--- src/rtl/mult_div_unit_if.sv ---
// Request/response bundle between the pipeline and the multiply/divide unit.
interface mult_div_unit_if #(
  parameter int DATA_WIDTH = 32
) ();
  logic                  start_i;
  logic [2:0]            op_i;
  logic [DATA_WIDTH-1:0] a_i;
  logic [DATA_WIDTH-1:0] b_i;
  logic                  flush_i;
  logic                  busy_o;
  logic                  done_o;
  logic [DATA_WIDTH-1:0] hi_o;
  logic [DATA_WIDTH-1:0] lo_o;

  modport master (
    output start_i, op_i, a_i, b_i, flush_i,
    input  busy_o, done_o, hi_o, lo_o
  );

  modport slave (
    input  start_i, op_i, a_i, b_i, flush_i,
    output busy_o, done_o, hi_o, lo_o
  );
endinterface

--- src/rtl/mult_div_unit.sv ---
// Iterative radix-2 MIPS-style multiply/divide unit with HI/LO result registers.
// Magnitudes are processed unsigned; signs are re-applied in a single FIX cycle.
module mult_div_unit #(
  parameter int DATA_WIDTH = 32,
  parameter int CNT_WIDTH  = 6
) (
  input logic          clk,
  input logic          reset,
  mult_div_unit_if.slave bus
);
  localparam int W = DATA_WIDTH;

  localparam logic [2:0] OP_MULT  = 3'b000;
  localparam logic [2:0] OP_MULTU = 3'b001;
  localparam logic [2:0] OP_DIV   = 3'b010;
  localparam logic [2:0] OP_DIVU  = 3'b011;
  localparam logic [2:0] OP_MTHI  = 3'b100;
  localparam logic [2:0] OP_MTLO  = 3'b101;

  localparam logic [CNT_WIDTH-1:0] CNT_LAST = CNT_WIDTH'(W - 1);
  localparam logic [CNT_WIDTH-1:0] CNT_ONE  = CNT_WIDTH'(1);

  typedef enum logic [1:0] {
    ST_IDLE = 2'd0,
    ST_CALC = 2'd1,
    ST_FIX  = 2'd2,
    ST_DONE = 2'd3
  } state_t;

  function automatic logic [W-1:0] f_neg(input logic [W-1:0] x);
    return ~x + {{(W-1){1'b0}}, 1'b1};
  endfunction

  function automatic logic [2*W-1:0] f_neg2(input logic [2*W-1:0] x);
    return ~x + {{(2*W-1){1'b0}}, 1'b1};
  endfunction

  function automatic logic [W-1:0] f_mag(input logic [W-1:0] x, input logic is_signed);
    return (is_signed && x[W-1]) ? f_neg(x) : x;
  endfunction

  state_t               r_state;
  logic [2*W-1:0]       r_acc;
  logic [W-1:0]         r_opb;
  logic [W-1:0]         r_a_raw;
  logic [W-1:0]         r_hi;
  logic [W-1:0]         r_lo;
  logic [CNT_WIDTH-1:0] r_cnt;
  logic                 r_is_div;
  logic                 r_neg_q;
  logic                 r_neg_r;
  logic                 r_b_zero;
  logic                 r_busy;
  logic                 r_done;

  logic [W:0]           w_mul_sum;
  logic [2*W-1:0]       w_mul_next;
  logic [2*W:0]         w_div_shift;
  logic [W:0]           w_div_diff;
  logic [2*W-1:0]       w_div_next;
  logic [2*W-1:0]       w_step;
  logic [2*W-1:0]       w_prod_fix;
  logic [W-1:0]         w_fix_hi;
  logic [W-1:0]         w_fix_lo;
  logic                 w_signed_op;
  logic                 w_sa;
  logic                 w_sb;

  assign w_signed_op = (bus.op_i == OP_MULT) || (bus.op_i == OP_DIV);
  assign w_sa        = w_signed_op & bus.a_i[W-1];
  assign w_sb        = w_signed_op & bus.b_i[W-1];

  assign bus.busy_o = r_busy;
  assign bus.done_o = r_done;
  assign bus.hi_o   = r_hi;
  assign bus.lo_o   = r_lo;

  // One radix-2 iteration: shift-add multiply or restoring divide on r_acc.
  always_comb begin
    w_mul_sum   = {1'b0, r_acc[2*W-1:W]};
    if (r_acc[0]) begin
      w_mul_sum = {1'b0, r_acc[2*W-1:W]} + {1'b0, r_opb};
    end else begin
      w_mul_sum = {1'b0, r_acc[2*W-1:W]};
    end
    w_mul_next  = {w_mul_sum, r_acc[W-1:1]};

    w_div_shift = {r_acc, 1'b0};
    w_div_diff  = w_div_shift[2*W:W] - {1'b0, r_opb};
    if (w_div_shift[2*W:W] >= {1'b0, r_opb}) begin
      w_div_next = {w_div_diff[W-1:0], w_div_shift[W-1:1], 1'b1};
    end else begin
      w_div_next = w_div_shift[2*W-1:0];
    end

    if (r_is_div) begin
      w_step = w_div_next;
    end else begin
      w_step = w_mul_next;
    end
  end

  // Sign correction applied in FIX; divide-by-zero passes the raw dividend through.
  always_comb begin
    w_prod_fix = r_neg_q ? f_neg2(r_acc) : r_acc;
    if (r_is_div) begin
      if (r_b_zero) begin
        w_fix_hi = r_a_raw;
        w_fix_lo = {W{1'b1}};
      end else begin
        w_fix_hi = r_neg_r ? f_neg(r_acc[2*W-1:W]) : r_acc[2*W-1:W];
        w_fix_lo = r_neg_q ? f_neg(r_acc[W-1:0]) : r_acc[W-1:0];
      end
    end else begin
      w_fix_hi = w_prod_fix[2*W-1:W];
      w_fix_lo = w_prod_fix[W-1:0];
    end
  end

  // Control FSM with registered busy/done and HI/LO result registers.
  always_ff @(posedge clk) begin
    if (reset) begin
      r_state  <= ST_IDLE;
      r_acc    <= {(2*W){1'b0}};
      r_opb    <= {W{1'b0}};
      r_a_raw  <= {W{1'b0}};
      r_hi     <= {W{1'b0}};
      r_lo     <= {W{1'b0}};
      r_cnt    <= {CNT_WIDTH{1'b0}};
      r_is_div <= 1'b0;
      r_neg_q  <= 1'b0;
      r_neg_r  <= 1'b0;
      r_b_zero <= 1'b0;
      r_busy   <= 1'b0;
      r_done   <= 1'b0;
    end else begin
      case (r_state)
        ST_IDLE: begin
          r_done <= 1'b0;
          if (bus.start_i) begin
            case (bus.op_i)
              OP_MULT, OP_MULTU, OP_DIV, OP_DIVU: begin
                r_is_div <= bus.op_i[1];
                r_neg_q  <= w_sa ^ w_sb;
                r_neg_r  <= w_sa;
                r_b_zero <= (bus.b_i == {W{1'b0}});
                r_a_raw  <= bus.a_i;
                r_cnt    <= {CNT_WIDTH{1'b0}};
                r_busy   <= 1'b1;
                r_state  <= ST_CALC;
                if (bus.op_i[1]) begin
                  r_acc <= {{W{1'b0}}, f_mag(bus.a_i, w_signed_op)};
                  r_opb <= f_mag(bus.b_i, w_signed_op);
                end else begin
                  r_acc <= {{W{1'b0}}, f_mag(bus.b_i, w_signed_op)};
                  r_opb <= f_mag(bus.a_i, w_signed_op);
                end
              end
              OP_MTHI: r_hi <= bus.a_i;
              OP_MTLO: r_lo <= bus.a_i;
              default: r_state <= ST_IDLE;
            endcase
          end else begin
            r_state <= ST_IDLE;
          end
        end
        ST_CALC: begin
          if (bus.flush_i) begin
            r_busy  <= 1'b0;
            r_state <= ST_IDLE;
          end else begin
            r_acc <= w_step;
            r_cnt <= r_cnt + CNT_ONE;
            if (r_cnt == CNT_LAST) begin
              r_state <= ST_FIX;
            end else begin
              r_state <= ST_CALC;
            end
          end
        end
        ST_FIX: begin
          r_busy <= 1'b0;
          if (bus.flush_i) begin
            r_state <= ST_IDLE;
          end else begin
            r_hi    <= w_fix_hi;
            r_lo    <= w_fix_lo;
            r_done  <= 1'b1;
            r_state <= ST_DONE;
          end
        end
        ST_DONE: begin
          r_done  <= 1'b0;
          r_state <= ST_IDLE;
        end
        default: begin
          r_busy  <= 1'b0;
          r_done  <= 1'b0;
          r_state <= ST_IDLE;
        end
      endcase
    end
  end
endmodule

--- src/flat_wrapper.sv ---
// flat-port wrapper written by rule: the top's interface ports become plain ports
module mult_div_unit_flat 
#(
  parameter int DATA_WIDTH = 32,
  parameter int CNT_WIDTH  = 6
)
  (clk, reset, bus_start_i, bus_op_i, bus_a_i, bus_b_i, bus_flush_i, bus_busy_o, bus_done_o, bus_hi_o, bus_lo_o);
  mult_div_unit_if #(.DATA_WIDTH(DATA_WIDTH)) bus_i ();
  input logic clk;
  input logic reset;
  input wire logic [$bits(bus_i.start_i)-1:0] bus_start_i;
  input wire logic [$bits(bus_i.op_i)-1:0] bus_op_i;
  input wire logic [$bits(bus_i.a_i)-1:0] bus_a_i;
  input wire logic [$bits(bus_i.b_i)-1:0] bus_b_i;
  input wire logic [$bits(bus_i.flush_i)-1:0] bus_flush_i;
  output wire logic [$bits(bus_i.busy_o)-1:0] bus_busy_o;
  output wire logic [$bits(bus_i.done_o)-1:0] bus_done_o;
  output wire logic [$bits(bus_i.hi_o)-1:0] bus_hi_o;
  output wire logic [$bits(bus_i.lo_o)-1:0] bus_lo_o;
  assign bus_i.start_i = bus_start_i;
  assign bus_i.op_i = bus_op_i;
  assign bus_i.a_i = bus_a_i;
  assign bus_i.b_i = bus_b_i;
  assign bus_i.flush_i = bus_flush_i;
  assign bus_busy_o = bus_i.busy_o;
  assign bus_done_o = bus_i.done_o;
  assign bus_hi_o = bus_i.hi_o;
  assign bus_lo_o = bus_i.lo_o;
  mult_div_unit #(.DATA_WIDTH(DATA_WIDTH), .CNT_WIDTH(CNT_WIDTH)) u_core (.clk(clk), .reset(reset), .bus(bus_i));
endmodule
--- config.mk ---
export PLATFORM = sky130hd
export DESIGN_NAME = mult_div_unit_flat
export DESIGN_NICKNAME = d
export VERILOG_FILES = /design/src/rtl/mult_div_unit_if.sv /design/src/rtl/mult_div_unit.sv /design/src/flat_wrapper.sv
export SDC_FILE = /design/constraint.sdc
export NUM_CORES = 1
export LEC_CHECK = 0
export ABC_CLOCK_PERIOD_IN_PS = 4250
export CAP_MARGIN = 20
export CORE_UTILIZATION = 41
export DETAILED_ROUTE_END_ITERATION = 8
export SETUP_SLACK_MARGIN = 0.02
export SYNTH_ARGS = -nofsm -noshare
export SYNTH_HDL_FRONTEND = slang
export SYNTH_SLANG_ARGS = --single-unit
export TNS_END_PERCENT = 30
--- constraint.sdc ---
create_clock -name clk -period 4.25 [get_ports clk]
set_input_delay 0.6375 -clock clk [delete_from_list [all_inputs] [get_ports clk]]
set_output_delay 0.6375 -clock clk [all_outputs]
set_load 0.05 [all_outputs]
==> results.json <==
{
  "status": "finished, violations left",
  "failed_checks": "design-rule violations",
  "clock-root-buffer": "sky130_fd_sc_hd__clkbuf_16",
  "largest_family_of_logic_cells_by_synthesized_area": "compound AO/OA/AOI/OAI gates",
  "synth_edf_count": 0,
  "die_x_extent_um": 206.6,
  "cts_buffer_depth": 3,
  "flow.area_growth_from_synthesis_pct": 17.21,
  "post_route_setup_slack_ps": 334.3,
  "mappedNetlistNets": 2549,
  "power_per_cell_area_nw_per_um2": 289.1,
  "crit_top_cell": "sky130_fd_sc_hd__nor4_1",
  "design_power_total_mw": 5.819,
  "yosysSeqAreaShare": 0.2402,
  "place.gp.congestion": 1.005,
  "max_vdd_drop_uv": 331.9,
  "antenna_violating_nets_post_route": 0,
  "grt_setup_unrepaired": "no",
  "finalNetCount": 2621,
  "detail_route.vias_per_cell": 6.302,
  "wl_per_cell_um": 24.25,
  "drive_gt1_frac": 0.07776,
  "synthesis.area_um2": 17170,
  "worstSetupPathType": "flop to flop",
  "tritoncts": "done",
  "hold-worst-slack_ps": 449.3,
  "cts_setup_buffers": 0,
  "max-cap-violations": 0,
  "ctsHoldBuffers": 0,
  "synth_compound_area_frac": 0.2960,
  "pre_cts_slack_ps": 233.1,
  "crit_path_end_kind": "flop",
  "final.period_utilization": 0.9213,
  "ffs_w_async_s_r_synth": 0,
  "p_leak_nw": 7.497,
  "max_slew.worst_pin.slew_ps": 1103,
  "min_path_type": "flop to flop",
  "xor_and_xnor_area_share_after_synthesis": 0.09182,
  "first_pass_iters": 7,
  "numClockSinks": 206,
  "timing.hold.worst.start": "u_core.bus.hi_o[10]",
  "crit_path_max_incr_delay_ps": 580,
  "yosys.area_share.adder": 0.05553,
  "hold_viol": 0,
  "cts_inserted_buffers": 27,
  "critPathRequiredTime_ps": 4750,
  "std_cell_rows": 74,
  "dp_hpwl_um": 55790,
  "grt_antenna_before_repair": 4,
  "floorplan.io_pins": 137,
  "standard_cell_area_after_detailed_placement_um2": 19210,
  "synth_warn": 0,
  "port-buffer-count": 136,
  "mostFrequentLayoutCell": "sky130_fd_sc_hd__nand2_1",
  "cts_resized": 0,
  "final_core_util": 0.4895,
  "largest_net_degree_at_the_start_of_global_routing": 91,
  "total_length_of_routed_wires_um": 73460,
  "drt_iter0_markers": 1846,
  "cts.clk_slew.worst_paths_ps": 60,
  "cp-startpoint": "u_core.r_opb[23]",
  "max_freq_ghz": 0.2554,
  "timing.slew.headroom": 0.2638,
  "crit_chain": "inv_1, ha_1, nand3_1, nor4_1, nand4_1, a311oi_1, nor4_1, o41a_1, buf_4, nor3b_1, a211oi_1, o21ai_0",
  "avgSynthCellArea_um2": 7.145,
  "drc": 6,
  "critical_path.reg2reg.startpoint": "u_core.r_opb[23]",
  "tns_ps": 0,
  "worst_setup_start_kind": "flop",
  "synth_cells": 2403,
  "die_height_um": 206.6,
  "grt_first_pass_wirelength_um": 108400,
  "crit_arrival_ps": 4410,
  "layout_min_cycle_time_ps": 3916,
  "synth-simple-area-share": 0.2200,
  "first_global_vias": 18012,
  "ff_latch_count_synth": 206,
  "die_area_um2": 42700,
  "dp_cells": 2978,
  "cts_max_level": 1,
  "vias": 19090,
  "layout_common_cells": "sky130_fd_sc_hd__nand2_1 (359), sky130_fd_sc_hd__a21oi_1 (248), sky130_fd_sc_hd__nor2_1 (214), sky130_fd_sc_hd__dfxtp_1 (204), sky130_fd_sc_hd__o21ai_0 (151)",
  "fin_area_um2": 20120,
  "fin_skew_ps": 16.26,
  "synth_cell_type_count": 84,
  "final-max-slew-violation-count": 0,
  "final_cell_count_no_fill": 3029,
  "setup_violations": 0,
  "timing.critical_path.fanout_max": 15,
  "floorplan.core_area_um2": 41110,
  "critPathSlowestCell": "sky130_fd_sc_hd__nor4_1",
  "post_synth_mux_area_share": 0.03892,
  "grt_overflow_total": 0,
  "total_routing_usage_gr": 0.3356,
  "postSynth.topFlopCell": "sky130_fd_sc_hd__dfxtp_1",
  "worst_skew_late_latency_ps": 570,
  "start_util": 0.4176
}
==> cell usage after synthesis, types with 14 or more instances <==
cell                       instances  area share
sky130_fd_sc_hd__nor4_1           19      0.0069
sky130_fd_sc_hd__a311oi_1         14      0.0071
sky130_fd_sc_hd__xor2_1           74       0.038
sky130_fd_sc_hd__o21ai_0         151       0.044
sky130_fd_sc_hd__nor3_1           58       0.017
sky130_fd_sc_hd__xnor2_1         106       0.054
sky130_fd_sc_hd__nor2_1          216       0.047
sky130_fd_sc_hd__inv_1            73       0.016
sky130_fd_sc_hd__nand4_1          15      0.0055
sky130_fd_sc_hd__ha_1             73       0.053
sky130_fd_sc_hd__nand3_1          42       0.012
sky130_fd_sc_hd__o211ai_1         57       0.025
sky130_fd_sc_hd__clkbuf_1        175       0.038
sky130_fd_sc_hd__mux2_2           22       0.014
sky130_fd_sc_hd__dfxtp_1         206        0.24
sky130_fd_sc_hd__a21o_1           21      0.0092
sky130_fd_sc_hd__a31oi_1          27      0.0098
sky130_fd_sc_hd__o31ai_1          31       0.014
sky130_fd_sc_hd__a211oi_1         56       0.024
sky130_fd_sc_hd__nand2b_1         22      0.0080
sky130_fd_sc_hd__a21oi_1         248       0.072
sky130_fd_sc_hd__or3_1            15      0.0055
sky130_fd_sc_hd__o221ai_1         46       0.023
sky130_fd_sc_hd__nand2_1         359       0.078
sky130_fd_sc_hd__mux2i_1          42       0.024
==> flip-flops by register name (all words and copies together), names as in the netlist <==
register	count
u_core.r_acc	64
u_core.r_cnt	6
u_core.r_neg_q	1
u_core.r_b_zero	1
u_core.r_a_raw	32
u_core.bus.busy_o	1
u_core.bus.hi_o	32
u_core.r_opb	32
u_core.r_state	2
u_core.r_is_div	1
u_core.bus.done_o	1
u_core.r_neg_r	1
u_core.bus.lo_o	32
==> report_power, final <==
group	switching [mW]	total (mW)	internal, mW
registers	0.113	2.11	2.00
logic	0.856	1.34	0.484
clock network	0.975	2.37	1.39
==> worst paths after layout <==
kind / endpoint / slack (ps) / cells after the start
worst min-delay path: u_core.bus.hi_o[10] / 450 / 2
worst max register to register: u_core.r_acc[46] / 330 / 12
worst min register to register: u_core.bus.hi_o[10] / 450 / 2
worst max-delay path: u_core.r_acc[46] / 330 / 12
==> logic make-up (layout without fill, tap and decap cells) <==
| kind of cell | count (synthesis) | after routing |
|---|---|---|
| AO/OA/AOI/OAI | 786 | 786 |
| XOR/XNOR | 180 | 180 |
| adder cells (fa/ha/maj) | 75 | 75 |
| buffers and inverters | 260 | 352 |
| flip-flops | 206 | 206 |
| multiplexers | 64 | 64 |
| other | 0 | 2 |
| AND/OR/NAND/NOR | 832 | 832 |
==> final cells by class <==
cell class / instances / area (um^2)
repair buffers: 227 / 2049
multi-input cells: 1937 / 12080
diodes: 2 / 5.005
well taps: 532 / 665.6
fillers: 4177 / 20990
inverters: 76 / 285.3
clock inverters: 15 / 142.6
clock buffers: 34 / 763.2
flip-flops and latches: 206 / 4129
==> per-layer routing <==
layer,track usage,share of wire,routed length [um],up-vias
li1,-,-,-,8838
met1,0.4254,0.41,29800,9191
met2,0.5523,0.46,34110,870
met3,0.06295,0.083,6113,189
met4,0.1468,0.047,3427,2
met5,0,0.00018,13,-
==> worst max-delay path: cells and delay by family, from the launching register on <==
kind            cells  cell delay (ps)
flops               1              460
simple gates        5             1590
buf+inv             2              390
fa+ha+maj           1              480
compound gates      4              910
(Power assumes the default switching activity.)
